==> config.mk <==
export PLATFORM = sky130hd
export DESIGN_NAME = regfile_write_buffer
export DESIGN_NICKNAME = d
export VERILOG_FILES = /design/src/rtl/regfile_write_buffer.sv
export SDC_FILE = /design/constraint.sdc
export NUM_CORES = 1
export LEC_CHECK = 0
export BUFFER_PORTS_ARGS = -buffer_cell sky130_fd_sc_hd__buf_2
export CORE_MARGIN = 5
export CORE_UTILIZATION = 30
export DETAILED_ROUTE_END_ITERATION = 10
export SLEW_MARGIN = 10
export SYNTH_ARGS = -nofsm -noshare
export SYNTH_HDL_FRONTEND = slang
export SYNTH_SLANG_ARGS = --single-unit
==> constraint.sdc <==
create_clock -name clk -period 4.35 [get_ports clk]
set_clock_uncertainty 0.15 [all_clocks]
set_input_delay 0.435 -clock clk [delete_from_list [all_inputs] [get_ports clk]]
set_output_delay 0.435 -clock clk [all_outputs]
set_load 0.1 [all_outputs]
==> src/rtl/regfile_write_buffer.sv <==
// regfile_write_buffer: FIFO-buffered write port for the register file,
// with read-after-write hazard flags for both read addresses.
module regfile_write_buffer #(
   parameter int N         = 32,
   parameter int DEPTH     = 4,
   parameter int DROP_ZERO = 1
) (
   input  logic                     clk,
   input  logic                     reset,
   input  logic                     wr_valid_i,
   output logic                     wr_ready_o,
   input  logic [4:0]               wr_addr_i,
   input  logic [N-1:0]             wr_data_i,
   input  logic                     stall_i,
   output logic                     Reg_Write_o,
   output logic [4:0]               Write_Register_o,
   output logic [N-1:0]             Write_Data_o,
   input  logic [4:0]               Read_Register_1_i,
   input  logic [4:0]               Read_Register_2_i,
   output logic                     hazard_1_o,
   output logic                     hazard_2_o,
   output logic [$clog2(DEPTH):0]   count_o
);
   localparam int AW = $clog2(DEPTH);
   localparam logic [AW:0] FULL = (AW+1)'(DEPTH);
   logic [4:0]   r_addr [DEPTH];
   logic [N-1:0] r_data [DEPTH];
   logic [AW-1:0] r_wp, r_rp;
   logic [AW:0]   r_count;
   logic w_drop, w_push, w_pop, w_hit1, w_hit2;
   assign w_drop     = (DROP_ZERO != 0) && (wr_addr_i == 5'd0);
   assign wr_ready_o = r_count != FULL;
   assign w_push     = wr_valid_i && wr_ready_o && !w_drop;
   assign w_pop      = (r_count != '0) && !stall_i;
   assign count_o    = r_count;
   // Storage carries no reset; validity is tracked solely by the pointers and count.
   always_ff @(posedge clk) begin
      if (w_push) begin
         r_addr[r_wp] <= wr_addr_i;
         r_data[r_wp] <= wr_data_i;
      end
   end
   always_ff @(posedge clk or negedge reset) begin
      if (!reset) begin
         r_wp             <= '0;
         r_rp             <= '0;
         r_count          <= '0;
         Reg_Write_o      <= 1'b0;
         Write_Register_o <= '0;
         Write_Data_o     <= '0;
      end else begin
         if (w_push) r_wp <= r_wp + 1'b1;
         if (w_pop) r_rp <= r_rp + 1'b1;
         r_count     <= r_count + (AW+1)'(w_push) - (AW+1)'(w_pop);
         Reg_Write_o <= w_pop;
         if (w_pop) begin
            Write_Register_o <= r_addr[r_rp];
            Write_Data_o     <= r_data[r_rp];
         end
      end
   end
   // Entry rp+i is live when i < count; the output stage counts while its write is in flight.
   always_comb begin
      w_hit1 = Reg_Write_o && (Write_Register_o == Read_Register_1_i);
      w_hit2 = Reg_Write_o && (Write_Register_o == Read_Register_2_i);
      for (int i = 0; i < DEPTH; i++) begin
         if ((AW+1)'(i) < r_count && r_addr[r_rp + AW'(i)] == Read_Register_1_i) w_hit1 = 1'b1;
         if ((AW+1)'(i) < r_count && r_addr[r_rp + AW'(i)] == Read_Register_2_i) w_hit2 = 1'b1;
      end
   end
   assign hazard_1_o = w_hit1 && !((DROP_ZERO != 0) && (Read_Register_1_i == 5'd0));
   assign hazard_2_o = w_hit2 && !((DROP_ZERO != 0) && (Read_Register_2_i == 5'd0));
endmodule

Word-level counts from Yosys, hierarchy flattened:

Memory sizes are Yosys's and may differ from the RTL's. A register that Yosys moved wholly into a read port is not among the register bits.
Index checks and enable logic that the tools add are counted.
Widths: inputs -> output; s select.

* add/sub/neg operators: 6
* order comparisons: 4
* equality and inequality tests: 11
* multiplexer cells: 10
* reduce and logical (&&, ||, !) cells: 24

Operators by type and width (number)
* $eq 5x5->1: 10
* $logic_and 1x1->1: 15
* $logic_not 5->1: 3
* $mux 1: 10
* $lt 1x3->1 const A: 2
* $lt 2x3->1 const A: 2
* $logic_not 1->1: 5
* $add 2x1->2 const B: 2
* $add 2x2->2 const B: 2
* $add 3x1->3: 1
* $ne 3x3->1 const B: 1
* $reduce_bool 3->1: 1
* $sub 3x1->3: 1

* flip-flop bits (word level): 13
* RAM bits: 148
* bits of input ports: 51
* output and inout bits: 44
* logic and storage cells: 62
* memories kept: 2

Memory list
* r_data: words 4, bits a word 32, rd ports 1, clocked after Yosys merged registers in 1, write ports 1, line 27 `logic [N-1:0] r_data [DEPTH];`
* r_addr: words 4, bits a word 5, rd ports 4, clocked after Yosys merged registers in 0, write ports 1, line 26 `logic [4:0] r_addr [DEPTH];`

Depth between registers and ports, before layout:

An unclocked memory read counts as a cell.

* depth in word-level cells: 8
* depth in mapped cells: 10
* mapped depth without buffers: 10

Worst setup path after synthesis:

OpenSTA, ideal clock, no wires.

* kind: reg-to-reg
* from: register r_count[1] (netlist: count_o[1])
* to: memory r_addr[0][0] (enable)
* library setup time: 0.398 ns
* arrival time: 3.437 ns
* required time: 3.802 ns
* path slack: 0.365 ns
* cell stages (with the launch flop): 6
* path buffers: 0
* clock period less this slack: 3.985 ns
* cell sequence: dfrtp_1 -> inv_1 -> nand3_1 -> nand2_1 -> a21oi_1 -> and2_1

* longest elaborated chain between the ends: 5

RTL lines
* start, declared: line 29 `logic [AW:0] r_count;`
* start signal, assigned: line 54 `r_count <= r_count + (AW+1)'(w_push) - (AW+1)'(w_pop);`
* $ne 3x3->1: line 32 `assign wr_ready_o = r_count != FULL;`
* named net wr_ready_o: line 11 `output logic wr_ready_o,`
* $logic_and 1x1->1 (2 in series): line 33 `assign w_push = wr_valid_i && wr_ready_o && !w_drop;`
* $mux 1: line 38 `if (w_push) begin`
* $mux 1 (not written as such): line 39 `r_addr[r_wp] <= wr_addr_i;`
* end, declared: line 26

The timed path passes the listed nets, and every way through them passes these cells.

Worst setup path in the final report:

* from: register r_rp[0]
* to: output hazard_1_o

* longest elaborated chain between the ends: 8
* elaborated cells between the ends (all ways): 17
* those cells by class: add/sub (3); eq/ne (4); mux (4); reduce/logical (5); memory (1)

RTL lines
* start, declared: line 28 `logic [AW-1:0] r_wp, r_rp;`
* start signal, assigned: line 53 `if (w_pop) r_rp <= r_rp + 1'b1;`
* $add 2x1->2 / $mem_v2 4x5 (equally long branches)
* $mem_v2 4x5 (*)
* $eq 5x5->1 / $logic_and 1x1->1 (equally long branches): line 67 `if ((AW+1)'(i) < r_count && r_addr[r_rp + AW'(i)] == Read_Register_1_i) w_hit1 = 1'b1;`
* $logic_and 1x1->1 / $mux 1 (equally long branches): line 67
* $mux 1 (2 in series): line 67
* $mux 1 (*): line 67
* $logic_and 1x1->1 (*): line 71 `assign hazard_1_o = w_hit1 && !((DROP_ZERO != 0) && (Read_Register_1_i == 5'd0));`
* end, declared: line 20 `output logic hazard_1_o,`

Mark *: on every way between the ends. The rest lies on a longest branch, timed or not.

==> results.ini <==
[run_status]
status=complete, but fails checks
violations=hold timing

[routing]
antenna_left=0
routed_wl_um=17610
drc=0
routed_via_density=4.634
vias=4393
routedWlPerCell_um=18.57
first_pass_iters=4
drtIter0Drc=217

[timing]
slew_headroom_pct=24.81
hold_ws_ns=-0.008253
worst_pin_slew_ns=1.128
drv_slew=0
rsz0062_at_grt=false
final-setup-viol-count=0
tns_ns=0
period_share_pct=88.44
clock.fmax_mhz=259.9
min_period_ns=3.847
hold_violations=5

[die]
dieArea_um2=31640
start_util_pct=30.43
ios=95
coreArea_um2=27780
num_rows=61
chipWidth_um=177.9
die_h_um=177.9

[clock_network]
clk_pin_slew_worst_paths_ns=0.07
cts_buffers=17
hold_buffers=0
postCtsSetupRepairBufs=0
tritoncts=done
clock_latency_ns=0.42
cts_buffer_depth=2
cts_resized=0
root_buffer=clkbuf_16
clkSinkCount=193
htree_levels=4

[yosys]
yosys_warnings=0
netlist_area_um2=8454
syn_inst=466
synth_area_per_cell_um2=18.14
yosysUniqueCellTypes=42
yosysSeqAreaShare_pct=65.89
async_reset_ff_share_pct=23.32
synth_seq_cells=193
synth_edf_count=148
syn-num-nets=526
synthFlopType=edfxtp_1

[critical_path]
worstPathArrival_ns=3.26
reg2reg_slack_ns=1.65
crit_fanout=29
r2r-end=r_data[3][13]$_DFFE_PP_
critPathCaptureType=output port
worst_setup_path_start_kind=flip-flop
reg2reg_from=count_o[1]$_DFF_PN0_
cp.required_ns=3.76
worst_r2r_path_depth=5
critical_path_class=flip-flop to output port

[place]
routabilityCongestion=0.8641
hpwl_um=11180
postPlaceCellArea_um2=9313
portBuffers=94

[global_route]
grt_overflow=0
grt_pass1_wl_um=27950
antenna_found_initial=1
grt_usage_pct=11.61
grt_pass1_vias=4949
grt_max_degree=46

[cells_and_area]
finalNetCount=617
drive_gt1_share_pct=38.07
final_common_cell=edfxtp_1
fillCellCount=2690
diodes=0
design_area_um2=9921
synthToLayoutAreaGrowth_pct=17.34
final_cell_mix=edfxtp_1 (148), buf_2 (94), dfrtp_1 (43)

[worst_hold_path]
min_path_type=input port to async pin

[run]
drv_cap=0

cell families after synthesis:
| family | synth area share (%) |
|---|---|
| multiplexers | 20.16 |
| buffers and inverters | 2.131 |
| XOR/XNOR | 5.801 |
| adder cells (fa/ha/maj) | 1.421 |
| AND/OR/NAND/NOR | 3.108 |
| flip-flops | 65.89 |
| AO/OA/AOI/OAI | 1.495 |
layer usage:
layer,vias up,track usage (%),wire length [µm]
li1,1991,-,-
met1,2279,14.13,7333
met2,103,20.31,9121
met3,18,2.897,886
met4,2,3.545,256
met5,-,0,7
registers in the layout, summed over array words and instances (netlist names):
name and flops:
Reg_Write_o 1, Write_Data_o 32, count_o 3, r_data 128, r_addr 20, r_rp 2
r_wp 2, Write_Register_o 5
layout make-up:
| cell class | count | area (µm²) | share of cell area, % |
|---|---|---|---|
| sequential | 193 | 5578 | 56.22 |
| timing repair buffer | 100 | 515.5 | 5.196 |
| multi-input combinational | 237 | 2716 | 27.38 |
| clock inverter | 13 | 175.2 | 1.766 |
| tap | 378 | 473.0 | 4.767 |
| inverter | 8 | 30.03 | 0.3027 |
| clock buffer | 19 | 432.9 | 4.364 |
critical path: stages (launching register included):
cell and delay, ns:
dfrtp_4 0.64, buf_4 0.37, mux4_1 0.69, xnor2_1 0.18
nand4_1 0.11, nor3_1 0.16, nor3_1 0.07, a21oi_1 0.16
buf_2 0.45
worst max-delay path by stage:
stage | startpoint | endpoint | cells past startpoint
after floorplan | count_o[1]$_DFF_PN0_ | r_addr[0][0]$_DFFE_PP_ | 5
after global placement | r_rp[0]$_DFFE_PN0P_ | hazard_2_o | 8
after detailed placement | r_rp[0]$_DFFE_PN0P_ | hazard_1_o | 8
after CTS | r_rp[0]$_DFFE_PN0P_ | hazard_1_o | 8
after global routing | r_rp[0]$_DFFE_PN0P_ | hazard_1_o | 8
final | r_rp[0]$_DFFE_PN0P_ | hazard_1_o | 8
through the flow:
stage                     utilization (%)  setup WS, ns  std cells
final                               35.71        0.5029        948
after global placement              33.52         1.009        916
after detailed placement            33.52        0.9515        916
after CTS                           35.71        0.4817        948
after floorplan                         -        0.3655        466
after global routing                35.71        0.3226        948
cells in the mapped netlist, types with 4 or more instances:
master,n,share of area (%)
a21oi_1,8,0.47
and2_1,4,0.30
and3_1,4,0.30
buf_2,12,0.71
clkbuf_1,10,0.44
dfrtp_1,45,13
edfxtp_1,148,53
ha_1,8,1.2
inv_1,8,0.36
mux2_2,37,4.9
mux2i_1,18,2.1
mux4_1,7,2.2
mux4_2,41,11
nand2_1,7,0.31
nand3_1,4,0.24
nand4_1,4,0.30
nor2_1,7,0.31
nor3_1,7,0.41
xnor2_1,25,2.6
xor2_1,31,3.2
Power is left out: the tool's default activity adds up to more than one toggle a clock period on the data nets, which glitch-free logic cannot reach.
